**src/rtl/fifo_stream_adapter.sv**
```systemverilog
// rtl/fifo_stream_adapter.sv - pops the fifo and re-presents its words as a valid/ready stream
module fifo_stream_adapter #(
  parameter int WIDTH     = 32,
  parameter int BUF_DEPTH = 3,
  parameter int CNT_W     = 32
) (
  input  logic             clk,
  input  logic             reset,
  input  logic             fifo_ready,
  output logic             fifo_read,
  input  logic [WIDTH-1:0] fifo_data,
  input  logic             fifo_valid,
  output logic             m_valid,
  input  logic             m_ready,
  output logic [WIDTH-1:0] m_data,
  input  logic             flush,
  output logic [1:0]       buf_level,
  output logic [CNT_W-1:0] beat_count,
  output logic             proto_err
);

  localparam int               PTR_W    = (BUF_DEPTH > 1) ? $clog2(BUF_DEPTH) : 1;
  localparam logic [2:0]       DEPTH_L  = 3'(BUF_DEPTH);
  localparam logic [PTR_W-1:0] LAST_PTR = PTR_W'(BUF_DEPTH - 1);

  logic [WIDTH-1:0] mem [BUF_DEPTH];
  logic [PTR_W-1:0] rd_ptr;
  logic [PTR_W-1:0] wr_ptr;
  logic [1:0]       level;
  logic             inflight;
  logic             drop_pending;
  logic             capture;
  logic             handshake;
  logic [2:0]       credits_used;

  function automatic logic [PTR_W-1:0] next_ptr(input logic [PTR_W-1:0] p);
    return (p == LAST_PTR) ? '0 : p + PTR_W'(1);
  endfunction

  // A read is only issued when a slot is reserved for its return, so the
  // fifo's un-throttled data return can never overflow the buffer.
  always_comb begin
    credits_used = {1'b0, level} + {2'b00, inflight};
    fifo_read    = fifo_ready && !flush && (credits_used < DEPTH_L);
    capture      = fifo_valid && inflight && !drop_pending && !flush;
    handshake    = m_valid && m_ready;
  end

  assign m_valid   = (level != 2'd0);
  assign m_data    = mem[rd_ptr];
  assign buf_level = level;

  always_ff @(posedge clk) begin
    if (reset) begin
      rd_ptr       <= '0;
      wr_ptr       <= '0;
      level        <= 2'd0;
      inflight     <= 1'b0;
      drop_pending <= 1'b0;
      beat_count   <= '0;
      proto_err    <= 1'b0;
    end else begin
      inflight     <= fifo_read;
      drop_pending <= flush && inflight;
      if (handshake) beat_count <= beat_count + CNT_W'(1);
      if (fifo_valid && !inflight) proto_err <= 1'b1;
      // A handshake during flush still counts above; everything else is dropped.
      if (flush) begin
        rd_ptr <= '0;
        wr_ptr <= '0;
        level  <= 2'd0;
      end else begin
        if (capture)   wr_ptr <= next_ptr(wr_ptr);
        if (handshake) rd_ptr <= next_ptr(rd_ptr);
        case ({capture, handshake})
          2'b10:   level <= level + 2'd1;
          2'b01:   level <= level - 2'd1;
          default: level <= level;
        endcase
      end
    end
  end

  always_ff @(posedge clk) begin
    if (capture) mem[wr_ptr] <= fifo_data;
  end

endmodule
```
**config.mk**
```make
export PLATFORM = sky130hd
export DESIGN_NAME = fifo_stream_adapter
export DESIGN_NICKNAME = d
export VERILOG_FILES = /design/src/rtl/fifo_stream_adapter.sv
export SDC_FILE = /design/constraint.sdc
export NUM_CORES = 1
export LEC_CHECK = 0
export BUFFER_PORTS_ARGS = -buffer_cell sky130_fd_sc_hd__buf_2
export CORE_MARGIN = 3
export CORE_UTILIZATION = 55
export DETAILED_ROUTE_END_ITERATION = 8
export PLACE_DENSITY_LB_ADDON = 0.2
export SYNTH_ARGS = -nofsm -noshare
export SYNTH_HDL_FRONTEND = slang
export SYNTH_SLANG_ARGS = --single-unit
export TNS_END_PERCENT = 5
```
**constraint.sdc**
```tcl
create_clock -name clk -period 6.6 [get_ports clk]
set_clock_uncertainty 0.2 [all_clocks]
set_input_delay 1.98 -clock clk [delete_from_list [all_inputs] [get_ports clk]]
set_output_delay 1.98 -clock clk [all_outputs]
set_load 0.05 [all_outputs]
```
---- Word-level counts from Yosys, hierarchy flattened ----
Memories as Yosys holds them, arrays and structs flattened. A register that Yosys moved wholly into a read port is not among the register bits.
Cells that the tools add are included.
cells by class
  $add $sub $neg .......................... 6
  $lt $le $gt $ge ......................... 1
  equal/unequal tests ..................... 4
  mux-type cells .......................... 7
  reduce and logical (&&, ||, !) cells .... 14
operators with widths
  cell                   number
  $add 32x1->32 const B  1
  $logic_and 1x1->1      8
  $mux 2                 4
  $add 2x1->2 const B    3
  $eq 2x2->1 const B     3
  $pmux 2 s2             1
  $reduce_bool 2->1      2
  $add 2x1->3            1
  $logic_not 1->1        3
  $lt 3x2->1 const B     1
  $eq 2x1->1 const B     1
  $mux 1                 2
  $reduce_or 2->1        1
  $sub 2x1->2 const B    1
storage, ports and cells
  bits in registers ....................... 41
  memory bits (writable) .................. 96
  bits of input ports ..................... 38
  output and inout bits ................... 69
  word-level logic and storage cells ...... 40
  memories ................................ 1
memory list
  memory  depth  bits a word  rd ports  clocked after Yosys merged registers in  wr ports  line  source
  mem     3      32           1         1                                        1         26    logic [WIDTH-1:0] mem [BUF_DEPTH];

---- Depth between registers and ports, before layout ----
  word-level depth ........................ 5
  gate-level depth with buffers ........... 7
  gate-level depth less buffers ........... 6

---- Worst setup path before layout ----
OpenSTA, ideal clock, no wires.
  path type ............................... input-to-reg
  start point ............................. input flush
  end point ............................... memory mem[1][0], enable pin
  setup time .............................. 470 ps
  arrival time ............................ 4,709 ps
  required time ........................... 5,930 ps
  path slack .............................. 1,220 ps
  cell stages on the path ................. 3
  buffers on the path ..................... 0
  cells stage by stage .................... nor2_1 nand3_1 nor3b_1
between the ends
  cells in the longest elaborated chain, start to end .. 4
RTL lines
  what                          line  source
  from (decl)                   16    input logic flush,
  $logic_not 1->1               45    capture = fifo_valid && inflight && !drop_pending && !flush;
  $logic_and 1x1->1             45
  $mux 1                        85    if (capture) mem[wr_ptr] <= fifo_data;
  $mux 1 (implied by the code)  85
  to (decl)                     26
Every way passes these cells.

---- Final worst setup path ----
  start point ............................. input flush
  end point ............................... output fifo_read
between the ends
  cells in the longest elaborated chain, start to end .. 3
RTL lines
  what                            line  source
  $logic_not 1->1                 44    fifo_read = fifo_ready && !flush && (credits_used < DEPTH_L);
  $logic_and 1x1->1 (2 in a row)  44
  to (decl)                       10    output logic fifo_read,
Every way passes these cells.

==> results.toml <==
[status]
status = "completed"

[worst_setup_path]
cp.required_ps = 4420
crit_chain = "buf_2, nor2_1, nand2_1, a21oi_1, buf_2"
worst_path_largest_cell_delay_ps = 290
reg2reg_depth = 4
critPathTopFamily = "buffers and inverters"
critPathArrivalTime_ps = 2680
path_max_fanout = 4
r2r_end = "beat_count[30]"
startpoint_type = "primary input"
critPathBufInv = 2
ff2ff_setup_slack_ps = 3850
reg2reg_from = "buf_level[0]"
critPathSlowestCell = "buf_2"
worstSetupEndpointType = "output port"
crit_path_frequent_cell = "buf_2"
crit_type = "in2out"

[floorplan]
dieArea_sq_mm = 0.01112
die_w_microns = 105.5
io_pins = 107
core_area_sq_mm = 0.009415
row_count = 35
die_h_microns = 105.5
initial_core_util = 0.5778

[timing]
fin_crit_sh = 0.7364
hold_ws_ps = 277.3
maxSlewViolCount = 0
tns_ps = 0
finalSetupViolCount = 0
rsz0062_at_grt = "false"
maxClockFrequency_mhz = 205.7
period_needed_ps = 4860
slew_headroom = 0.2838
max_slew.worst_pin.slew_ps = 1074
hold_viol_final = 0

[global_routing]
grt_pass1_wl_mm = 16.58
gr-total-overflow = 0
grt_pass1_vias = 3458
grt.total_usage = 0.1893
grt_max_degree = 65
antenna_found_initial = 2

[cts]
clk_pin_slew_ps = 60
hold_buffers = 0
cts_setup_buffers = 0
clk_latency_ps = 510
clockBufferDepth = 2
tritoncts = "yes"
ctsHtreeMaxLevel = 4
clock-sinks = 139
cts-resized-gates = 0
clockRootBuffer = "clkbuf_8"
numCtsBuffers = 17

[drt]
via_per_inst = 5.414
drt_iter0_drc = 122
postRouteAntennaNets = 0
dr.pass1.iters = 4
remaining_drc_errors = 0
vias = 3660
routedWlPerCell_microns = 15.05
wl_mm = 10.17

[cells_and_area]
seqCellArea_sq_mm = 0.003746
antenna_cells = 0
finish.cell_count_without_fillers = 676
syn_to_final_growth_pct = 21.53
multi_input_area_sq_mm = 0.001583
fin_util = 0.7022
drive_gt1_frac = 0.2742
fillerInstances = 682
num-nets-final = 576

[power_and_ir_drop]
power.density_mw_per_mm2 = 273.7
fin_total_pwr_w = 0.001809
ir_drop_mv = 0.1656
leakagePower_nw = 2.317

[placed_design]
gp_congestion = 0.7471
place_hpwl_mm = 6.306
port_buffers = 106
post-place-cells = 644

[logic_synthesis]
synthesis.nets = 469
syn_area_sq_mm = 0.005440
syn_inst = 427
ys_seq_area_frac = 0.6881
syn_avg_cell_area_sq_um = 12.74
yosys_warnings = 0
ys_ff_latch = 139
yosysUniqueCellTypes = 33

[min_path]
hold_path.startpoint = "inflight"
hold_depth = 2
hp-class = "reg2reg"
min_to = "drop_pending"

[run]
drv_cap = 0
==> cell families after synthesis <==
| family | count (synthesis) | share of synthesized area |
|---|---|---|
| flip-flops | 139 | 0.6881 |
| AND/OR/NAND/NOR | 125 | 0.1180 |
| AO/OA/AOI/OAI | 84 | 0.08326 |
| multiplexers | 33 | 0.06095 |
| buffers and inverters | 31 | 0.02277 |
| XOR/XNOR | 11 | 0.01771 |
| adder cells (fa/ha/maj) | 4 | 0.009200 |
==> placed cells by master, fill, tap and decap left out, drive strengths merged, types with 5 or more instances in the layout <==
cell type,count
or4,13
xnor2,8
edfxtp,96
nor3,5
dfxtp,43
nand4,7
buf,110
inv,18
o31ai,11
mux2i,32
nor2,16
a21oi,28
clkbuf,19
nand3,9
or3,12
o21ai,44
nand2,48
==> final cells by class <==
| cell class | count | area share |
|---|---|---|
| inverter | 9 | 0.005110 |
| clock inverter | 13 | 0.01590 |
| multi-input combinational | 257 | 0.2394 |
| timing repair buffer | 110 | 0.08478 |
| sequential | 139 | 0.5666 |
| tap | 129 | 0.02441 |
| clock buffer | 19 | 0.06378 |
==> worst max path at each step <==
stage | depth (start not counted) | slack [ps] | start | to
6_report | 5 | 1740 | flush | fifo_read
5_1_grt | 5 | 1650 | flush | fifo_read
4_1_cts | 5 | 1730 | flush | fifo_read
3_5_place_dp | 5 | 1740 | flush | fifo_read
3_3_place_gp | 5 | 1780 | flush | fifo_read
2_1_floorplan | 3 | 1220 | flush | mem[1][0]
==> cell usage after synthesis <==
cell,count,area [sq um]
nand4_1,6,37.54
o21ai_1,1,5.000
and2_1,1,6.260
edfxtp_1,96,2883
xor2_1,3,26.28
dfxtp_1,43,860.8
or3_1,12,75.07
nand3b_1,1,7.510
or4_1,12,90.09
o31ai_1,11,82.58
buf_1,4,15.01
buf_6,1,11.26
nand2_1,48,180.2
o21ba_2,1,10.01
nor2b_1,2,12.51
nor2_1,16,60.06
xnor2_1,8,70.07
mux2i_1,32,320.3
mux2_2,1,11.26
nand4_2,1,12.51
nor3b_1,2,15.01
nand3_1,9,45.04
and4_1,3,26.28
or2_2,2,12.51
a21oi_1,28,140.1
or4_4,1,11.26
nor3_1,5,25.02
clkbuf_1,17,63.81
ha_1,4,50.05
inv_1,9,33.78
o21ai_0,43,215.2
nor4_1,2,12.51
and3_1,2,12.51
==> tightest hold or removal path, cell delays in order (launching register included) <==
cell,delay [ps]
dfxtp_1,340
nand2_1,60
nor2_1,30
==> stage by stage <==
| step | instance area (sq um) | setup slack, ps |
|---|---|---|
| finish | 6611 | 1740 |
| detailed placement | 6085 | 1735 |
| CTS | 6611 | 1731 |
| global route | 6611 | 1653 |
| floorplan | 5440 | 1220 |
| global placement | 6085 | 1776 |
==> registers in the layout, summed over array words and instances, names as in the netlist, named ones only <==
name          count
inflight          1
rd_ptr            2
beat_count       32
drop_pending      1
buf_level         2
proto_err         1
wr_ptr            2
mem              96
==> routing by layer <==
metal  track usage  part of all wire
met4       0.07310            0.0095
met2        0.3051              0.47
met3       0.06675             0.078
met1        0.2346              0.44
met5             0            0.0014
==> power breakdown <==
group | total (W) | internal, W | switching, W
Combinational | 0.0000410 | 0.0000130 | 0.0000280
Sequential | 0.000935 | 0.000934 | 0.00000161
Clock | 0.000833 | 0.000470 | 0.000363
Total | 0.00181 | 0.00142 | 0.000392
(Power assumes the default switching activity.)
